## config.mk

```make
export PLATFORM = sky130hd
export DESIGN_NAME = thermo_ctrl_multizone
export DESIGN_NICKNAME = d
export VERILOG_FILES = /design/src/rtl/thermo_pkg.sv /design/src/rtl/thermo_zone_fsm.sv /design/src/rtl/thermo_ctrl_multizone.sv
export SDC_FILE = /design/constraint.sdc
export NUM_CORES = 1
export LEC_CHECK = 0
export ABC_AREA = 0
export CAP_MARGIN = 20
export CORE_MARGIN = 2
export CORE_UTILIZATION = 55
export CTS_CLUSTER_DIAMETER = 100
export CTS_CLUSTER_SIZE = 10
export DETAILED_ROUTE_END_ITERATION = 12
export PLACE_DENSITY = 0.81
export SYNTH_ARGS = -nofsm -noshare
export SYNTH_HDL_FRONTEND = slang
export SYNTH_SLANG_ARGS = --single-unit
export TNS_END_PERCENT = 100
```

## constraint.sdc

```tcl
create_clock -name clk -period 5.1 [get_ports clk]
set_input_delay 1.02 -clock clk [delete_from_list [all_inputs] [get_ports clk]]
set_output_delay 1.02 -clock clk [all_outputs]
set_load 0.02 [all_outputs]
```

## src/rtl/thermo_pkg.sv

```systemverilog
// Shared types and sizing helpers for the multi-zone thermostat controller.
package thermo_pkg;

   typedef enum logic [1:0] {
      IDLE    = 2'b00,
      HEAT    = 2'b01,
      COOL    = 2'b10,
      LOCKOUT = 2'b11
   } zone_state_e;

   function automatic int cnt_max(input int min_on, input int min_off);
      return (min_on > min_off) ? min_on : min_off;
   endfunction

   // Counter width able to hold the saturation value max(min_on, min_off).
   function automatic int cnt_w(input int min_on, input int min_off);
      return $clog2(cnt_max(min_on, min_off) + 1);
   endfunction

endpackage

```

## src/rtl/thermo_zone_fsm.sv

```systemverilog
// One zone: hysteresis thresholds, state machine and min-on/min-off dwell counter.
module thermo_zone_fsm
   import thermo_pkg::*;
#(
   parameter int TEMP_W      = 8,
   parameter int TOL_W       = 5,
   parameter int MIN_ON_CYC  = 16,
   parameter int MIN_OFF_CYC = 16
) (
   input  logic              clk,
   input  logic              reset,
   input  logic              enable,
   input  logic [TEMP_W-1:0] current_temp,
   input  logic [TEMP_W-1:0] desired_temp,
   input  logic [TOL_W-1:0]  temp_tolerance,
   output logic              heater_on,
   output logic              cooler_on,
   output zone_state_e       zone_state
);

   localparam int CNT_MAX = cnt_max(MIN_ON_CYC, MIN_OFF_CYC);
   localparam int CNT_W   = cnt_w(MIN_ON_CYC, MIN_OFF_CYC);
   localparam int SW      = TEMP_W + 2;

   zone_state_e       state, state_next;
   logic [CNT_W-1:0]  cnt;
   logic signed [SW-1:0] temp_s, des_s, lo, hi;
   logic              on_done, off_done;

   // Two guard bits keep lo below zero and hi above full scale representable,
   // so out-of-range thresholds simply never trigger.
   assign temp_s = $signed(SW'(current_temp));
   assign des_s  = $signed(SW'(desired_temp));
   assign lo     = des_s - $signed(SW'(temp_tolerance));
   assign hi     = des_s + $signed(SW'(temp_tolerance));

   assign on_done  = (cnt >= CNT_W'(MIN_ON_CYC - 1));
   assign off_done = (cnt >= CNT_W'(MIN_OFF_CYC - 1));

   always_comb begin
      // NOTE: default assigned first so every path drives state_next and no latch is inferred.
      state_next = state;
      case (state)
         IDLE: begin
            if (enable && (temp_s < lo))      state_next = HEAT;
            else if (enable && (temp_s > hi)) state_next = COOL;
         end
         HEAT: begin
            if (!enable || ((temp_s >= des_s) && on_done)) state_next = LOCKOUT;
         end
         COOL: begin
            if (!enable || ((temp_s <= des_s) && on_done)) state_next = LOCKOUT;
         end
         LOCKOUT: begin
            if (off_done) state_next = IDLE;
         end
         default: state_next = IDLE;
      endcase
   end

   always_ff @(posedge clk) begin
      // NOTE: non-blocking assignments so state and cnt both update from pre-edge values.
      if (reset) begin
         state <= IDLE;
         cnt   <= '0;
      end else begin
         state <= state_next;
         if (state_next != state)          cnt <= '0;
         else if (cnt != CNT_W'(CNT_MAX))  cnt <= cnt + CNT_W'(1);
      end
   end

   assign heater_on  = (state == HEAT);
   assign cooler_on  = (state == COOL);
   assign zone_state = state;

endmodule

```

## src/rtl/thermo_ctrl_multizone.sv

```systemverilog
// Multi-zone heater/cooler controller: replicates one zone FSM per zone and packs the buses.
module thermo_ctrl_multizone
   import thermo_pkg::*;
#(
   parameter int NUM_ZONES   = 4,
   parameter int TEMP_W      = 8,
   parameter int TOL_W       = 5,
   parameter int MIN_ON_CYC  = 16,
   parameter int MIN_OFF_CYC = 16
) (
   input  logic                        clk,
   input  logic                        reset,
   input  logic                        enable,
   input  logic [NUM_ZONES*TEMP_W-1:0] current_temp,
   input  logic [NUM_ZONES*TEMP_W-1:0] desired_temp,
   input  logic [TOL_W-1:0]            temp_tolerance,
   output logic [NUM_ZONES-1:0]        heater_on,
   output logic [NUM_ZONES-1:0]        cooler_on,
   output logic [2*NUM_ZONES-1:0]      zone_state
);

   for (genvar z = 0; z < NUM_ZONES; z++) begin : g_zone
      zone_state_e zs;

      thermo_zone_fsm #(
         .TEMP_W      (TEMP_W),
         .TOL_W       (TOL_W),
         .MIN_ON_CYC  (MIN_ON_CYC),
         .MIN_OFF_CYC (MIN_OFF_CYC)
      ) u_zone (
         .clk            (clk),
         .reset          (reset),
         .enable         (enable),
         .current_temp   (current_temp[z*TEMP_W +: TEMP_W]),
         .desired_temp   (desired_temp[z*TEMP_W +: TEMP_W]),
         .temp_tolerance (temp_tolerance),
         .heater_on      (heater_on[z]),
         .cooler_on      (cooler_on[z]),
         .zone_state     (zs)
      );

      assign zone_state[2*z +: 2] = zs;
   end

endmodule

```

After elaboration in Yosys (flattened, before gate mapping)
Cells that the tools add are included.
{"block": "totals", "ff_bits": 28, "in_bits": 72, "out_inout_bits": 16, "elab_cells": 117}
{"block": "op_classes", "add_sub_neg": 12, "n_lt_le_gt_ge": 20, "eq_ne": 20, "mux": 24, "reduce_logical": 33}
{"cell": "9-bit by 10-bit greater-than comparator with 1-bit output", "count": 4}
{"cell": "9-bit by 10-bit less-than comparator with 1-bit output", "count": 4}
{"cell": "2-bit 2-to-1 mux", "count": 20}
{"cell": "8-bit by 5-bit adder with 9-bit output", "count": 4}
{"cell": "8-bit by 5-bit subtractor with 9-bit output", "count": 4}
{"cell": "8-bit greater-or-equal comparator", "count": 4}
{"cell": "8-bit <= comparator", "count": 4}
{"cell": "2-bit one-hot mux with 4 select lines", "count": 4}
{"cell": "5-bit by 1-bit adder with 5-bit output (second input constant)", "count": 4}
{"cell": "5-bit by 4-bit greater-or-equal comparator with 1-bit output (second input constant)", "count": 4}
{"cell": "5-bit != test (second input constant)", "count": 4}
{"cell": "2-bit equality test (second input constant)", "count": 8}
{"cell": "1-bit logical AND", "count": 16}
{"cell": "2-bit by 1-bit equality test with 1-bit output (second input constant)", "count": 4}
{"cell": "2-bit zero test", "count": 4}
{"cell": "1-bit logical OR", "count": 8}
{"cell": "2-bit != test", "count": 4}
{"cell": "2-bit OR reduction", "count": 4}
{"cell": "1-bit zero test", "count": 1}

Logic depth before layout (Yosys ltp)
Gate-level depths: netlist of the first run.
{"block": "logic_depth", "ltp_word": 8, "mapped_depth": 16, "mapped_depth_nobuf": 16}

By module
Synthesis of the first run repeated with hierarchy kept, for this count alone.
{"block": "unflattened", "cells_unflattened": 738, "area_unflattened_um2": 6000.8}
{"mod": "thermo_zone_fsm at g_zone[2].u_zone ...", "n_inst": 2, "cells_per_inst": 184, "area_per_inst_um2": 1542.7, "seq_area_each_um2": 140.1}
{"mod": "thermo_zone_fsm at g_zone[0].u_zone", "n_inst": 1, "cells_per_inst": 188, "area_per_inst_um2": 1491.4, "seq_area_each_um2": 140.1}
{"mod": "thermo_zone_fsm at g_zone[1].u_zone", "n_inst": 1, "cells_per_inst": 182, "area_per_inst_um2": 1423.9, "seq_area_each_um2": 140.1}

Least setup slack after synthesis of the first run
OpenSTA, ideal clock, no wires.
{"block": "synth_timing", "kind": "input-to-reg", "from": "input port temp_tolerance[1]", "to": "register g_zone[2].u_zone.cnt[0]", "setup_ns": 0.138, "arrival_ns": 3.944, "required_time_ns": 4.962, "slack_ns": 1.018, "cell_stages": 15, "n_path_buf": 0, "cell_sequence": "inv_1 -> ha_1 -> nor2b_1 -> o21ai_0 -> a21oi_1 -> o21ai_0 -> nor2b_1 -> xnor2_1 -> ha_1 -> a211o_1 -> a21oi_1 -> a21oi_1 -> a311oi_2 -> nor3b_4 -> nor4_1"}
{"block": "synth_between", "elab_chain_cells": 8, "elab_cells_between_ends": 11, "cone_classes": "2 x add/sub; 2 x order compare; 1 x eq/ne; 3 x mux; 3 x reduce/logical"}
{"item": "start, declared", "line": "thermo_ctrl_multizone.sv:16", "rtl": "input logic [TOL_W-1:0] temp_tolerance,"}
{"item": "8-bit by 5-bit adder with 9-bit output", "line": "thermo_zone_fsm.sv:35", "rtl": "assign hi = des_s + $signed(SW'(temp_tolerance));"}
{"item": "9-bit by 10-bit greater-than comparator with 1-bit output", "line": "thermo_zone_fsm.sv:46", "rtl": "else if (enable && (temp_s > hi)) state_next = COOL;"}
{"item": "1-bit logical AND", "line": "thermo_zone_fsm.sv:46"}
{"item": "2-bit 2-to-1 mux", "line": "thermo_zone_fsm.sv:46"}
{"item": "2-bit 2-to-1 mux *", "line": "thermo_zone_fsm.sv:45", "rtl": "if (enable && (temp_s < lo)) state_next = HEAT;"}
{"item": "2-bit one-hot mux with 4 select lines *", "line": "thermo_zone_fsm.sv:43", "rtl": "case (state)"}
{"item": "2-bit != test *", "line": "thermo_zone_fsm.sv:68", "rtl": "if (state_next != state) cnt <= '0;"}
{"item": "2-bit OR reduction (no line) *"}
{"item": "end signal, assigned", "line": "thermo_zone_fsm.sv:69", "rtl": "else if (cnt != CNT_W'(CNT_MAX)) cnt <= cnt + CNT_W'(1);"}
{"item": "end, declared", "line": "thermo_zone_fsm.sv:26", "rtl": "logic [CNT_W-1:0] cnt;"}
Every way passes the cells marked *; elsewhere a longest branch is shown, timed or not.
A chain may end at the register's enable or synchronous reset.

Worst setup path in the final report of the first run
{"block": "layout_timing", "from": "input port temp_tolerance[0]", "to": "register g_zone[2].u_zone.cnt[0]"}
The elaborated chain is that of the path after synthesis.

==> flow_summary.yaml, run 1 <==
outcome:
  status: "complete, no violations"
power:
  p_leak_uw: 0.00308
  finalPower_uw: 1260
  vdd_drop_max_uv: 109
  power.density_nw_per_um2: 184
critical_path:
  worst_setup_path_end_kind: "register"
  cp-start-kind: "input pin"
  worstPathMaxFanout: 8
  cp.arrival_ps: 4780
  path_cells: "clkdlybuf4s50_1 > ha_1 > inv_1 > fa_1 > a21oi_1 > nor2_1 > o21ai_0 > nand2_1 > xnor2_1 > ha_1 > o211ai_1 > or3_1 > a21oi_1 > a311oi_2 > o31ai_2 > nor4_1"
  critPathTopFamily: "compound AO/OA/AOI/OAI gates"
  path_buf_inv: 2
  slowest_delay_ps: 720
  critPathRequiredTime_ps: 5270
  crit_slowest_cell: "clkdlybuf4s50_1"
  path_class: "input pin to register"
sta:
  hold_violations: 0
  final.min_clock_period_ps: 4600
  slew_viol_final: 0
  clock.fmax_ghz: 0.217
  maxSlewHeadroom_pct: 57.6
  hold_slack_ps: 608
  fin_tns_setup_ps: 0
  grt_setup_unrepaired: "no"
  setup_viol: 0
  post-route-period-util_pct: 90.2
  worst_pin_slew_ps: 631
  finClkSkew_ps: 2.46
die:
  start_util_pct: 56.4
  dieArea_um2: 11400
  die_height_um: 107
  core_area_um2: 10300
  num_rows: 37
  ios: 88
  fp.dieW_um: 107
grt:
  grt_pass1_vias: 5639
  grt-ovfl-total: 0
  grt_pass1_wl_um: 24900
  grt_use_total_pct: 26.7
  antenna_found_initial: 0
  grt_max_degree: 17
yosys:
  syn-cell-area_um2: 5790
  ys.flop_type: "dfxtp_1"
  ys_top_cells_by_count: "ha_1, inv_1, xnor2_1"
  seq_area_frac_synth_pct: 9.68
  yosysMostFrequentCell: "ha_1"
  syn_area_per_cell_um2: 7.92
  synth_edf_count: 0
  synth_top_cell_area_share_pct: 32.0
  synth_nets: 959
  synthCells: 731
  synth.distinct_cells: 64
  synth_top_cell_by_area: "ha_1"
  async_flop_share_pct: 0
  netlist_top_cells_area: "ha_1, dfxtp_1, xnor2_1, inv_1, a21oi_1"
  yosys_warnings: 0
  yosys_register_bits: 28
drt:
  drt-initial-drc-count: 230
  routed_wirelength_um: 15100
  post_drt_wl_per_cell_um: 15.9
  firstDrtPassIters: 6
  drtAntennaViolNets: 0
  vias: 5558
  vias_per_cell: 5.86
  drcViolationCount: 0
cts:
  clk_pin_slew_ps: 110
  cts_tree: "yes"
  cts_root_buffer: "clkbuf_8"
  cts_sinks: 28
  cts_max_path_buffers: 2
  cts_hold_buffers: 0
  clk_latency_ps: 300
  htreeDepth: 1
  numCtsBuffers: 3
  post_cts_buffers: 0
  cts_resized: 0
finish:
  final_layout_size_suffix_gt1_share_pct: 2.83
  nets: 1041
  instances_no_fill: 948
  seqCellArea_um2: 561
  nFillCells: 868
  multi_input_area_um2: 4750
  diodes: 0
  finalInstanceArea_um2: 6840
  syn2layout_area_growth_pct: 18.0
hold_path:
  min-delay-path-class: "register to register"
placed_design:
  portBuffers: 87
  placed_area_um2: 6760
  dp.final_hpwl_um: 12800
  finalWeightedCongestion: 0.921
  place_inst: 944
job:
  cap_violations: 0
==> registers in the layout, summed over array words and instances, names as in the netlist <==
| signal | cells |
|---|---|
| g_zone.u_zone.cnt | 20 |
| g_zone.u_zone.zone_state | 8 |
==> kinds of logic after synthesis <==
kind of cell / count (synthesis) / share of synthesized area (%)
flip-flops: 28 / 9.68
buffers and inverters: 114 / 8.27
adder cells (fa/ha/maj): 156 / 34.7
XOR/XNOR: 52 / 7.86
AND/OR/NAND/NOR: 206 / 19.1
multiplexers: 4 / 0.713
AO/OA/AOI/OAI: 171 / 19.6
==> worst reg2reg max path: cells and delay by family (launching register included) <==
family / cells / cell delay (ps)
AOI/OAI and AO/OA: 3 / 840
DFF: 1 / 350
adders and majority gates: 2 / 390
and+or+nand+nor: 4 / 680
==> per-stage QoR <==
step / setup slack [ps] / utilization (%)
finish: 499 / 66.5
global route: 269 / 66.5
global placement: 255 / 65.8
detailed placement: 229 / 65.8
CTS: 542 / 66.5
floorplan: 1020 / -
==> path summary, 6_finish.rpt <==
| kind | from | depth (start not counted) | slack (ps) | end |
|---|---|---|---|---|
| setup / recovery | temp_tolerance[0] | 16 | 500 | g_zone[2].u_zone.cnt[0] |
| hold / removal | g_zone[0].u_zone.cnt[1] | 2 | 610 | g_zone[0].u_zone.cnt[1] |
| setup reg to reg | g_zone[0].u_zone.cnt[1] | 9 | 2750 | g_zone[0].u_zone.cnt[2] |
| hold reg to reg | g_zone[0].u_zone.cnt[1] | 2 | 610 | g_zone[0].u_zone.cnt[1] |
==> layout by cell type (no fill, tap or decap), types with 28 or more instances in the layout <==
cell	instances
a21oi_1	47
clkdlybuf4s50_1	87
dfxtp_1	28
ha_1	148
inv_1	98
nand2_1	35
nor2_1	35
nor3_1	30
o21ai_0	34
xnor2_1	50
==> metal layers <==
layer  GRT usage, %  up-vias  share of wire [%]  wire, µm
met5              0        -                  0         0
li1               -     2770                  -         -
met1           31.7     2609                 43      6530
met3           2.25       34                4.1       616
met4           9.93        0                2.7       413
met2           49.8      145                 50      7530
==> power by group <==
group	switching (µW)	internal (µW)
Clock	81.9	106
Sequential	45.8	249
Combinational	409	370
==> layout make-up <==
type,count,area share [%]
multi-input cells,589,69.5
repair buffers,92,13.3
flip-flops and latches,28,8.20
inverters,99,5.44
well taps,136,2.49
clock buffers,3,0.604
clock inverters,1,0.439
Note: power is estimated with default switching activity, not from simulation.
==> run 2, diff against run 1 <==
--- a/config.mk
+++ b/config.mk
@@ -5,7 +5,7 @@
 export SDC_FILE = /design/constraint.sdc
 export NUM_CORES = 1
 export LEC_CHECK = 0
-export ABC_AREA = 0
+export ABC_AREA = 1
 export CAP_MARGIN = 20
 export CORE_MARGIN = 2
 export CORE_UTILIZATION = 55
@@ -13,6 +13,7 @@
 export CTS_CLUSTER_SIZE = 10
 export DETAILED_ROUTE_END_ITERATION = 12
 export PLACE_DENSITY = 0.81
+export SLEW_MARGIN = 5
 export SYNTH_ARGS = -nofsm -noshare
 export SYNTH_HDL_FRONTEND = slang
 export SYNTH_SLANG_ARGS = --single-unit
==> run 2 against run 1 <==
Compared with the run above: worst setup slack improved by 300 ps; power decreased by 1.6%; clock power decreased by 37%; sequential share of layout area decreased by 0.15 points; worst hold slack got worse by 23 ps; critical path depth increased by 3; cell area increased by 1.9%; synthesized cell count increased by 19%; first-iteration DRC count increased by 9.1%; critical path type unchanged; via count increased by 0.27%.
==> flow_summary.yaml, run 2 <==
grt:
  grt_use_total_pct: 24.7
  grt-ovfl-total: 0
  grt_max_degree: 15
  grt_pass1_vias: 5474
  grt_pass1_wl_um: 23500
  antenna_found_initial: 0
power:
  p_leak_uw: 0.00368
  power.density_nw_per_um2: 178
  vdd_drop_max_uv: 148
sta:
  finClkSkew_ps: 1.19
  hold_slack_ps: 586
  fin_tns_setup_ps: 0
  slew_viol_final: 0
  final.min_clock_period_ps: 4300
  grt_setup_unrepaired: "no"
  worst_pin_slew_ps: 586
  post-route-period-util_pct: 84.3
  clock.fmax_ghz: 0.233
  setup_viol: 0
  maxSlewHeadroom_pct: 60.8
  hold_violations: 0
drt:
  post_drt_wl_per_cell_um: 12.2
  drt-initial-drc-count: 251
  drcViolationCount: 0
  routed_wirelength_um: 13300
  vias: 5573
  drtAntennaViolNets: 0
  vias_per_cell: 5.11
  firstDrtPassIters: 4
finish:
  final_layout_size_suffix_gt1_share_pct: 5.97
  syn2layout_area_growth_pct: 17.3
  nets: 1184
  multi_input_area_um2: 4700
  utilization_pct: 66.9
  instances_no_fill: 1090
  largest_reg_flops: 20
  final_cell_mix: "nand2_1, ha_1, inv_1"
  diodes: 0
  final_common_cell: "nand2_1"
  nFillCells: 944
  seqCellArea_um2: 561
  top_register: "g_zone.u_zone.cnt"
cts:
  clk_pin_slew_ps: 90
  htreeDepth: 1
  cts_resized: 0
  clk_latency_ps: 270
  cts_tree: "yes"
  cts_root_buffer: "clkbuf_8"
  cts_sinks: 28
  cts_hold_buffers: 0
  cts_max_path_buffers: 2
  post_cts_buffers: 0
  numCtsBuffers: 3
yosys:
  synth_top_cell_area_share_pct: 31.2
  synthXorXnorAreaFrac_pct: 7.81
  synth_compound_area_share_pct: 11.5
  async_flop_share_pct: 0
  ys_top_cells_by_count: "nand2_1, ha_1, inv_1"
  synthAdderAreaFrac_pct: 33.9
  yosys_warnings: 0
  syn_area_per_cell_um2: 6.81
  synthCells: 872
  synth_mux_area_share_pct: 0
  synth_edf_count: 0
  syn-cell-area_um2: 5940
  synth_simple_gate_area_share_pct: 26.1
  synth.distinct_cells: 37
  synth_nets: 1100
  yosysMostFrequentCell: "nand2_1"
  synth_top_cell_by_area: "ha_1"
  ys.flop_type: "dfxtp_1"
  synth_top_family_by_area: "adder cells"
  yosys_register_bits: 28
  netlist_top_cells_area: "ha_1, nand2_1, dfxtp_1, inv_1, xor2_1"
  seq_area_frac_synth_pct: 9.44
placed_design:
  dp.final_hpwl_um: 11700
  place_inst: 1087
  finalWeightedCongestion: 0.912
  portBuffers: 87
critical_path:
  worst_setup_path_end_kind: "register"
  path_class: "input pin to register"
  worstPathMaxFanout: 11
  ff2ff_path_depth: 15
  critPathRequiredTime_ps: 5270
  cp.arrival_ps: 4460
  cp-start-kind: "input pin"
die:
  ios: 88
  fp.dieW_um: 108
  dieArea_um2: 11600
  core_area_um2: 10400
  num_rows: 37
  start_util_pct: 57.0
  die_height_um: 108
hold_path:
  min_delay_path_depth: 3
  min-delay-path-class: "register to register"
outcome:
  status: "complete, no violations"
job:
  cap_violations: 0
==> run 2: cell types whose count changed in the layout (fill, tap and decap cells not counted), moves of 27 or more <==
cell,previous run,this run
inv_1,98,145
nand2_1,35,182
nand3_1,9,37
nor2_1,35,73
nor2b_1,27,0
xnor2_1,50,8
xor2_1,2,45
==> run 2: routing by layer <==
metal	vias up	wire [µm]	global-route usage, %
li1	2970	-	-
met1	2469	6330	31.6
met2	115	6180	43.8
met3	19	543	2.89
met4	0	230	6.32
met5	-	0	0
==> run 2: final timing paths <==
kind / start / slack [ps] / to
setup / recovery: temp_tolerance[1] / 800 / g_zone[2].u_zone.cnt[2]
hold / removal: g_zone[3].u_zone.cnt[2] / 590 / g_zone[3].u_zone.cnt[2]
setup reg to reg: g_zone[2].u_zone.cnt[0] / 3240 / g_zone[2].u_zone.cnt[2]
hold reg to reg: g_zone[3].u_zone.cnt[2] / 590 / g_zone[3].u_zone.cnt[2]
==> run 2: area by class of cell <==
cell class                      instances  area share, %
Inverter                              161           8.67
Tap cell                              136           2.44
Clock buffer                            3          0.593
Timing Repair Buffer                   89           12.7
Multi-Input combinational cell        673           67.5
Sequential cell                        28           8.05
==> run 2: power by group <==
part / switching (µW) / internal (µW) / total [µW]
sequential: 34.7 / 248 / 283
combinational: 479 / 360 / 839
clock: 65.3 / 53.1 / 118
total: 579 / 662 / 1240
==> run 2: cells by family (layout without fill, tap and decap cells) <==
| group | after synthesis | count (layout) |
|---|---|---|
| simple gates | 349 | 349 |
| buf+inv | 171 | 253 |
| fa+ha+maj | 156 | 156 |
| compound gates | 115 | 115 |
| xor+xnor | 53 | 53 |
| flops | 28 | 28 |
==> run 2: critical path, stage by stage <==
cell and delay [ps]:
clkdlybuf4s50_1 490, inv_1 440, ha_1 350, o31ai_1 380, a21oi_1 130, o21bai_1 210, nand3_1 110, xor2_1 160
ha_1 290, nand2_1 70, inv_1 50, a41oi_1 170, nand2_1 80, nor2_2 100, nand2_2 60, a21oi_1 150
nor2_2 60, nand2_4 100, nor2_2 40
==> run 2: per-stage QoR <==
| stage | worst slack, ps | total power [µW] | cell area (µm²) |
|---|---|---|---|
| 2_1_floorplan | 1320 | 880 | 5940 |
| 3_3_place_gp | 586 | 1110 | 6930 |
| 3_5_place_dp | 501 | 1130 | 6930 |
| 4_1_cts | 785 | 1250 | 6970 |
| 5_1_grt | 426 | 1390 | 6970 |
| 6_report | 803 | 1240 | 6970 |
